==> src/rtl/fetch_stage_pkg.sv <==
// rtl/fetch_stage_pkg.sv - shared WISC-S15 definitions: opcodes, widths, NOP, fetch states
package fetch_stage_pkg;

    localparam int PC_W = 16;

    localparam logic [3:0] OP_ADD  = 4'h0;
    localparam logic [3:0] OP_SUB  = 4'h1;
    localparam logic [3:0] OP_NAND = 4'h2;
    localparam logic [3:0] OP_XOR  = 4'h3;
    localparam logic [3:0] OP_INC  = 4'h4;
    localparam logic [3:0] OP_SRA  = 4'h5;
    localparam logic [3:0] OP_SRL  = 4'h6;
    localparam logic [3:0] OP_SLL  = 4'h7;
    localparam logic [3:0] OP_LW   = 4'h8;
    localparam logic [3:0] OP_SW   = 4'h9;
    localparam logic [3:0] OP_LHB  = 4'hA;
    localparam logic [3:0] OP_LLB  = 4'hB;
    localparam logic [3:0] OP_B    = 4'hC;
    localparam logic [3:0] OP_CALL = 4'hD;
    localparam logic [3:0] OP_RET  = 4'hE;
    localparam logic [3:0] OP_HLT  = 4'hF;

    localparam logic [15:0] NOP_INSTR = 16'h0000;

    typedef enum logic {
        ST_RUN    = 1'b0,
        ST_HALTED = 1'b1
    } fetch_state_e;

    // Saturating 16-bit increment for the fetch performance counters
    function automatic logic [15:0] sat_inc16(input logic [15:0] v);
        return (v == 16'hFFFF) ? v : v + 16'd1;
    endfunction

endpackage

==> src/rtl/fetch_stage_if.sv <==
// rtl/fetch_stage_if.sv - fetch stage bus: control inputs, imem port, IF/ID outputs (FETCH_PERF_CNT_EN adds counters)
interface fetch_stage_if #(
    parameter int PC_W = 16
);
    logic            stall;
    logic            redirect_valid;
    logic [PC_W-1:0] redirect_pc;
    logic [PC_W-1:0] im_addr;
    logic            im_rd_en;
    logic [PC_W-1:0] im_instr;
    logic [PC_W-1:0] pc;
    logic [PC_W-1:0] if_id_instr;
    logic [PC_W-1:0] if_id_pc_plus1;
    logic            if_id_valid;
    logic            fetch_halted;
`ifdef FETCH_PERF_CNT_EN
    logic [15:0]     perf_fetched;
    logic [15:0]     perf_stalled;
    logic [15:0]     perf_flushed;
`endif

    modport master (
        input  stall, redirect_valid, redirect_pc, im_instr,
        output im_addr, im_rd_en, pc, if_id_instr, if_id_pc_plus1, if_id_valid, fetch_halted
`ifdef FETCH_PERF_CNT_EN
        , output perf_fetched, perf_stalled, perf_flushed
`endif
    );

    modport slave (
        output stall, redirect_valid, redirect_pc, im_instr,
        input  im_addr, im_rd_en, pc, if_id_instr, if_id_pc_plus1, if_id_valid, fetch_halted
`ifdef FETCH_PERF_CNT_EN
        , input perf_fetched, perf_stalled, perf_flushed
`endif
    );

endinterface

==> src/rtl/fetch_stage_if_id_reg.sv <==
// rtl/fetch_stage_if_id_reg.sv - IF/ID pipeline register with clear, load, bubble and hold
module if_id_reg #(
    parameter int PC_W = 16
) (
    input  logic            clk,
    input  logic            rst_n,
    input  logic            i_clear,
    input  logic            i_load,
    input  logic            i_bubble,
    input  logic [PC_W-1:0] i_instr,
    input  logic [PC_W-1:0] i_pc_plus1,
    output logic [PC_W-1:0] o_instr,
    output logic [PC_W-1:0] o_pc_plus1,
    output logic            o_valid
);
    logic [PC_W-1:0] r_instr;
    logic [PC_W-1:0] r_pc_plus1;
    logic            r_valid;

    // Priority clear > load > bubble > hold; a bubble keeps the payload, only drops valid
    always_ff @(posedge clk or negedge rst_n) begin
        if (!rst_n) begin
            r_instr    <= '0;
            r_pc_plus1 <= '0;
            r_valid    <= 1'b0;
        end else if (i_clear) begin
            r_instr    <= '0;
            r_pc_plus1 <= '0;
            r_valid    <= 1'b0;
        end else if (i_load) begin
            r_instr    <= i_instr;
            r_pc_plus1 <= i_pc_plus1;
            r_valid    <= 1'b1;
        end else if (i_bubble) begin
            r_valid    <= 1'b0;
        end
    end

    assign o_instr    = r_instr;
    assign o_pc_plus1 = r_pc_plus1;
    assign o_valid    = r_valid;

endmodule

==> src/rtl/fetch_stage.sv <==
// rtl/fetch_stage.sv - WISC-S15 fetch stage: PC, HLT state, IF/ID; FETCH_PERF_CNT_EN adds perf counters
module fetch_stage
    import fetch_stage_pkg::*;
#(
    parameter int              PC_W        = fetch_stage_pkg::PC_W,
    parameter logic [PC_W-1:0] RESET_PC    = '0,
    parameter logic [3:0]      HALT_OPCODE = fetch_stage_pkg::OP_HLT
) (
    input  logic          clk,
    input  logic          rst_n,
    fetch_stage_if.master bus
);
    fetch_state_e    r_state;
    logic [PC_W-1:0] r_pc;

    logic [PC_W-1:0] w_pc_plus1;
    logic            w_is_hlt;
    logic            w_clear;
    logic            w_load;
    logic            w_bubble;

    assign w_pc_plus1 = r_pc + {{(PC_W-1){1'b0}}, 1'b1};
    assign w_is_hlt   = (bus.im_instr[PC_W-1 -: 4] == HALT_OPCODE);

    // Redirect beats stall; a stalled cycle neither latches nor detects HLT
    assign w_clear  = bus.redirect_valid;
    assign w_load   = !bus.redirect_valid && !bus.stall && (r_state == ST_RUN);
    assign w_bubble = !bus.redirect_valid && !bus.stall && (r_state == ST_HALTED);

    always_ff @(posedge clk or negedge rst_n) begin
        if (!rst_n) begin
            r_pc    <= RESET_PC;
            r_state <= ST_RUN;
        end else if (bus.redirect_valid) begin
            r_pc    <= bus.redirect_pc;
            r_state <= ST_RUN;
        end else if (w_load) begin
            if (w_is_hlt) begin
                r_state <= ST_HALTED;
            end else begin
                r_pc    <= w_pc_plus1;
            end
        end
    end

    if_id_reg #(
        .PC_W (PC_W)
    ) u_if_id_reg (
        .clk        (clk),
        .rst_n      (rst_n),
        .i_clear    (w_clear),
        .i_load     (w_load),
        .i_bubble   (w_bubble),
        .i_instr    (bus.im_instr),
        .i_pc_plus1 (w_pc_plus1),
        .o_instr    (bus.if_id_instr),
        .o_pc_plus1 (bus.if_id_pc_plus1),
        .o_valid    (bus.if_id_valid)
    );

    assign bus.im_addr      = r_pc;
    assign bus.pc           = r_pc;
    assign bus.im_rd_en     = (r_state == ST_RUN);
    assign bus.fetch_halted = (r_state == ST_HALTED);

`ifdef FETCH_PERF_CNT_EN
    logic [15:0] r_perf_fetched;
    logic [15:0] r_perf_stalled;
    logic [15:0] r_perf_flushed;

    always_ff @(posedge clk or negedge rst_n) begin
        if (!rst_n) begin
            r_perf_fetched <= 16'd0;
            r_perf_stalled <= 16'd0;
            r_perf_flushed <= 16'd0;
        end else begin
            if (w_load)
                r_perf_fetched <= sat_inc16(r_perf_fetched);
            if (bus.stall && !bus.redirect_valid)
                r_perf_stalled <= sat_inc16(r_perf_stalled);
            if (bus.redirect_valid)
                r_perf_flushed <= sat_inc16(r_perf_flushed);
        end
    end

    assign bus.perf_fetched = r_perf_fetched;
    assign bus.perf_stalled = r_perf_stalled;
    assign bus.perf_flushed = r_perf_flushed;
`endif

endmodule

==> src/flat_wrapper.sv <==
// flat-port wrapper written by rule: the top's interface ports become plain ports
module fetch_stage_flat import fetch_stage_pkg::*;
#(
    parameter int              PC_W        = fetch_stage_pkg::PC_W,
    parameter logic [PC_W-1:0] RESET_PC    = '0,
    parameter logic [3:0]      HALT_OPCODE = fetch_stage_pkg::OP_HLT
)
  (clk, rst_n, bus_stall, bus_redirect_valid, bus_redirect_pc, bus_im_instr, bus_im_addr, bus_im_rd_en, bus_pc, bus_if_id_instr, bus_if_id_pc_plus1, bus_if_id_valid, bus_fetch_halted);
  fetch_stage_if #(.PC_W(PC_W)) bus_i ();
  input  logic clk;
  input  logic rst_n;
  input wire logic [$bits(bus_i.stall)-1:0] bus_stall;
  input wire logic [$bits(bus_i.redirect_valid)-1:0] bus_redirect_valid;
  input wire logic [$bits(bus_i.redirect_pc)-1:0] bus_redirect_pc;
  input wire logic [$bits(bus_i.im_instr)-1:0] bus_im_instr;
  output wire logic [$bits(bus_i.im_addr)-1:0] bus_im_addr;
  output wire logic [$bits(bus_i.im_rd_en)-1:0] bus_im_rd_en;
  output wire logic [$bits(bus_i.pc)-1:0] bus_pc;
  output wire logic [$bits(bus_i.if_id_instr)-1:0] bus_if_id_instr;
  output wire logic [$bits(bus_i.if_id_pc_plus1)-1:0] bus_if_id_pc_plus1;
  output wire logic [$bits(bus_i.if_id_valid)-1:0] bus_if_id_valid;
  output wire logic [$bits(bus_i.fetch_halted)-1:0] bus_fetch_halted;
  assign bus_i.stall = bus_stall;
  assign bus_i.redirect_valid = bus_redirect_valid;
  assign bus_i.redirect_pc = bus_redirect_pc;
  assign bus_i.im_instr = bus_im_instr;
  assign bus_im_addr = bus_i.im_addr;
  assign bus_im_rd_en = bus_i.im_rd_en;
  assign bus_pc = bus_i.pc;
  assign bus_if_id_instr = bus_i.if_id_instr;
  assign bus_if_id_pc_plus1 = bus_i.if_id_pc_plus1;
  assign bus_if_id_valid = bus_i.if_id_valid;
  assign bus_fetch_halted = bus_i.fetch_halted;
  fetch_stage #(.PC_W(PC_W), .RESET_PC(RESET_PC), .HALT_OPCODE(HALT_OPCODE)) u_core (.clk(clk), .rst_n(rst_n), .bus(bus_i));
endmodule
==> config.mk <==
export PLATFORM = sky130hd
export DESIGN_NAME = fetch_stage_flat
export DESIGN_NICKNAME = d
export VERILOG_FILES = /design/src/rtl/fetch_stage_pkg.sv /design/src/rtl/fetch_stage_if.sv /design/src/rtl/fetch_stage_if_id_reg.sv /design/src/rtl/fetch_stage.sv /design/src/flat_wrapper.sv
export SDC_FILE = /design/constraint.sdc
export NUM_CORES = 1
export LEC_CHECK = 0
export CORE_MARGIN = 3
export CORE_UTILIZATION = 41
export CTS_BUF_LIST = sky130_fd_sc_hd__clkbuf_4 sky130_fd_sc_hd__clkbuf_8
export DETAILED_ROUTE_END_ITERATION = 6
export GPL_TIMING_DRIVEN = 0
export MAX_ROUTING_LAYER = met4
export PLACE_DENSITY = 0.79
export SLEW_MARGIN = 5
export SYNTH_ARGS = -nofsm -noshare
export SYNTH_HDL_FRONTEND = slang
export SYNTH_SLANG_ARGS = --single-unit
==> constraint.sdc <==
create_clock -name clk -period 1.8 [get_ports clk]
set_input_delay 0.36 -clock clk [delete_from_list [all_inputs] [get_ports clk]]
set_output_delay 0.36 -clock clk [all_outputs]
set_load 0.02 [all_outputs]
# --- After elaboration in Yosys (flattened, before gate mapping) ---
# Cells that the tools add are included.
totals:
  register_bits: 50
  out_inout_bits: 67
  wordCells: 32
classes:
  add_sub_neg: 1
  n_eq_ne: 2
  mux: 13
  n_bitwise: 1
  reduce_logical: 10
ops:
  columns: ["op", "n"]
  rows:
  - ["2-to-1 mux 16 bit", 7]
  - ["adder 16 x 1 -> 16 bit (second input constant)", 1]
  - ["2-to-1 mux 1 bit", 6]
  - ["== test 4 bit (second input constant)", 1]
  - ["AND reduction 2 bit", 2]
  - ["nonzero test 2 bit", 2]
  - ["logical AND 1 bit", 3]
  - ["nonzero test 3 bit", 1]
  - ["zero test 1 bit", 2]
  - ["!= test 2 bit (second input constant)", 1]
  - ["inverter 1 bit", 1]

# --- Logic depth before layout (Yosys ltp) ---
depth:
  ltp_word: 6
  depth_mapped: 6

# --- Cells and area by module ---
# From an unflattened synthesis, not the netlist that was laid out.
hier_totals:
  hier_cells: 251
  hier_area_um2: 2655.0
modules_own_cells:
  columns: ["module", "instances", "cells_per_inst", "area_each_um2"]
  rows:
  - ["if_id_reg", 1, 108, 1370.1]
  - ["fetch_stage", 1, 143, 1285.0]

# --- Worst setup path after synthesis ---
# OpenSTA, ideal clock, no wires.
synth_path:
  path_type: "flip-flop to flip-flop"
  from: "register u_core.r_pc[0], in the netlist u_core.bus.im_addr[0]"
  to: "register u_core.r_pc[12], in the netlist u_core.bus.im_addr[12]"
  setup_ns: 0.069
  arrival_time_ns: 1.787
  setup_slack_ns: -0.056
  stages_incl_launch_ff: 7
  n_path_buf: 1
  period_less_slack_ns: 1.856
  cell_sequence: "dfrtp_1 ha_1 and3_1 buf_2 nand4_4 or4_1 nand3_1"
synth_via:
  elab_chain_len: 4
synth_rtl:
  columns: ["element", "line_no", "text"]
  rows:
  - ["start: declaration", "fetch_stage.sv:14", "logic [PC_W-1:0] r_pc;"]
  - ["start signal: assignment", "fetch_stage.sv:35", "r_pc <= bus.redirect_pc;"]
  - ["start signal: assignment", "fetch_stage.sv:41", "r_pc <= w_pc_plus1;"]
  - ["adder 16 x 1 -> 16 bit", "fetch_stage.sv:22", "assign w_pc_plus1 = r_pc + {{(PC_W-1){1'b0}}, 1'b1};"]
  - ["2-to-1 mux 16 bit", "fetch_stage.sv:38", "if (w_is_hlt) begin"]
  - ["2-to-1 mux 16 bit", "fetch_stage.sv:37", "end else if (w_load) begin"]
  - ["2-to-1 mux 16 bit", "fetch_stage.sv:34", "end else if (bus.redirect_valid) begin"]
# Every way passes these cells. The select of a mux whose other input is x is not followed.
# A chain may end at the register's enable or synchronous reset.

# --- Worst setup path in the final report ---
layout_path:
  from: "register u_core.r_pc[0], in the netlist u_core.bus.im_addr[0]"
  to: "output bus_im_addr[0]"
layout_rtl:
  columns: ["element", "line_no", "text"]
  rows:
  - ["end: declaration", "flat_wrapper.sv:16", "output wire logic [$bits(bus_i.im_addr)-1:0] bus_im_addr;"]
# No word-level cell between the ends.

==> summary.json <==
{
  "power": {
    "power.static_leakage_nw": 1.65,
    "max-vdd-ir-drop_uv": 445,
    "total_power_mw": 2.88,
    "p_per_area_mw_per_mm2": 726
  },
  "clock_tree": {
    "clock_sinks": 50,
    "clock_insertion_delay_worst_skew_ns": 0.31,
    "tritoncts": "yes",
    "cts_max_path_buffers": 2,
    "clkTransAtPathRegs_ns": 0.09,
    "htreeDepth": 2,
    "cts_made_buffers": 5,
    "clock_tree.root_cell": "clkbuf_8"
  },
  "timing": {
    "setup_skew_after_layout_ns": 0.00780,
    "postLayoutSetupSlackWorst_ns": 0.0308,
    "worst_pin_slew_ns": 0.465,
    "rel_slew_slack_pct": 69.0,
    "totalNegativeSetupSlack_ns": 0,
    "setup_viol": 0,
    "finalMaxSlewViolations": 0,
    "min_period_over_period_pct": 98.3,
    "hold_viol": 0,
    "layout_min_cycle_time_ns": 1.77,
    "fmax_ghz": 0.565
  },
  "floorplanning": {
    "initial_utilization_pct": 43.3,
    "core_sq_mm": 0.00603,
    "placement_rows": 28,
    "floorplan.die_area_sq_mm": 0.00735,
    "die_width_um": 85.7,
    "die-height_um": 85.7,
    "io_pins": 103
  },
  "logic_synthesis": {
    "syn-mean-instance-area_sq_um": 9.14,
    "synth.ff_latch_count": 50,
    "synth_area_sq_mm": 0.00261,
    "syn_nets": 322,
    "yosys.cell_types.count": 39,
    "synth.yosys.seq_area_share_pct": 48.0,
    "ys_warn_count": 0,
    "post-synth-top-area-cell": "dfrtp_1",
    "synthTopCellsByArea": "dfrtp_1 48%, nand2_1 7.2%, buf_4 4.6%",
    "yosys.area.top_type_share_pct": 48.0,
    "post_synth_inst_count": 285
  },
  "final_layout": {
    "area_growth_syn_to_layout_pct": 52.0,
    "design_area_sq_mm": 0.00396,
    "ff_latch_area_sq_mm": 0.00127,
    "final_core_util_pct": 65.7,
    "num-fill-cells": 515,
    "antennaDiodeCount": 0,
    "finalNetCount": 444,
    "multi_input_area_sq_mm": 0.00116,
    "final_layout_size_suffix_gt1_share_pct": 16.7
  },
  "critical_path": {
    "critical_path.max_fanout": 7,
    "worstSetupPathType": "flop to primary output",
    "slowest_stage": "clkdlybuf4s50_1",
    "timing.critical_path.buf_inv": 1,
    "critical_path_required_ns": 1.44,
    "critical_path.max_stage_delay_ns": 0.65,
    "worst_path_cell_trace": "clkdlybuf4s50_1",
    "worst-endpoint-arrival_ns": 1.41,
    "cp-end-kind": "primary output",
    "critPathLaunchType": "flop",
    "critPathTopFamily": "buffers and inverters"
  },
  "global_route": {
    "grt_antenna_before_repair": 0,
    "grt_pass1_vias": 2389,
    "grt_max_degree": 38,
    "grt_overflow_total": 0,
    "grt_first_pass_wirelength_mm": 11.7,
    "gr-usage-all-layers_pct": 20.6
  },
  "hold_path": {
    "hold_class": "input pin to async pin"
  },
  "run": {
    "max_cap_viol_count": 0
  },
  "route": {
    "drt-vias-per-instance": 5.18,
    "vias": 2502,
    "detail_route.drc_violations": 0,
    "detail_route.wirelength_mm": 7.10,
    "drt_pass1_iterations": 4,
    "wl_per_cell_um": 14.7,
    "ant_nets": 0,
    "initialDrtViolationCount": 119
  },
  "place": {
    "buffer_ports.inserted": 102,
    "hpwl_mm": 5.28,
    "gpl.final_weighted_congestion": 0.805,
    "placed_inst_area_sq_mm": 0.00374,
    "post-place-ws_ns": -0.513
  },
  "run_status": {
    "run_status": "completed"
  }
}
## worst reg2reg max path: stages, from the launching register on
cell,delay [ns]
dfrtp_2,0.40
buf_6,0.13
and4_1,0.18
clkbuf_4,0.17
nand4_1,0.20
or3_1,0.40
a31oi_1,0.18
## where the power goes
group	internal (mW)	switching [mW]
combinational	0.436	0.439
sequential	1.21	0.0917
clock	0.310	0.386
total	1.96	0.916
## routing by layer
| metal | GRT usage [%] | vias up | wire length, um |
|---|---|---|---|
| met5 | - | - | 0 |
| met4 | 7.91 | 0 | 178 |
| met3 | 4.32 | 14 | 443 |
| met2 | 33.8 | 83 | 3600 |
| met1 | 24.9 | 1192 | 2880 |
| li1 | - | 1213 | - |
## metrics by stage
stage	instances	hold slack [ns]
6_report	483	0.480
5_1_grt	483	0.526
4_1_cts	478	0.489
3_5_place_dp	463	0.284
3_3_place_gp	462	0.495
2_1_floorplan	285	0.0644
## final timing paths
kind                                               startpoint                       endpoint  slack [ns]  depth (start not counted)
worst max-delay path                    u_core.bus.im_addr[0]                 bus_im_addr[0]        0.03                          1
worst min-delay path                                    rst_n         u_core.bus.im_addr[10]        0.48                          2
worst max register to register          u_core.bus.im_addr[3]         u_core.bus.im_addr[13]        0.06                          6
worst min register to register  u_core.u_if_id_reg.o_instr[9]  u_core.u_if_id_reg.o_instr[9]        0.52                          2
max in group asynchronous                               rst_n          u_core.bus.im_addr[0]        0.79                          3
min in group clk                           bus_redirect_valid         u_core.bus.im_addr[12]        0.49                          3
## Yosys cell counts, drive strengths merged
library cell	instances
dfrtp	50
nand2	50
nor2	25
a21oi	19
buf	19
clkbuf	15
o21ai	14
a211oi	13
nand3	11
xor2	11
nand4	10
xnor2	9
a31oi	6
or3	5
inv	4
nor3	4
and4	3
and3	2
nor4	2
a22oi	1
a311oi	1
and2	1
ha	1
mux2i	1
nand2b	1
nor2b	1
nor3b	1
o211ai	1
o311ai	1
o31a	1
or2	1
or4	1
## area by class of cell
cell class                 instances  share of cell area [%]
buffer                            34                    5.27
clock buffer                       6                    2.08
clock inverter                     2                   0.316
inverter                           4                   0.379
multi-input combinational        197                    29.3
sequential                        50                    32.0
tap                               75                    2.37
timing repair buffer             115                    28.2
## sequential cells by signal, summed over array words and instances, names as in the netlist
signal,count
u_core.u_if_id_reg.o_pc_plus1,16
u_core.u_if_id_reg.o_instr,16
u_core.bus.fetch_halted,1
u_core.u_if_id_reg.o_valid,1
u_core.bus.im_addr,16
## placed cells by master, fill, tap and decap left out, types with 5 or more instances in the layout
master and count:
a211oi_1 13, a21oi_1 19, a31oi_1 6, buf_4 30
clkbuf_1 12, clkbuf_8 6, clkdlybuf4s50_1 83, dfrtp_1 37
dfrtp_2 13, dlygate4sd2_1 13, nand2_1 50, nand3_1 11
nand4_1 7, nor2_1 24, o21ai_0 14, or3_1 5
xnor2_1 9, xor2_1 11
## cells by family (layout without fill, tap and decap cells)
family	Yosys count	in the layout	synth area share, %
AND/OR/NAND/NOR	118	118	23.3
AO/OA/AOI/OAI	57	57	13.1
flip-flops	50	50	48.0
buffers and inverters	38	161	7.97
XOR/XNOR	20	20	6.72
adder cells (fa/ha/maj)	1	1	0.480
multiplexers	1	1	0.384
## timing repair
item | CTS | global route
hold buffers | 1 | 0
buffers inserted | 6 | 5
pin swaps | 2 | 6
endpoints found under the setup margin | 62 | 38
resized for setup | 28 | 17
endpoints found under the hold margin | 13 | 0
Note: power is estimated with default switching activity, not from simulation.
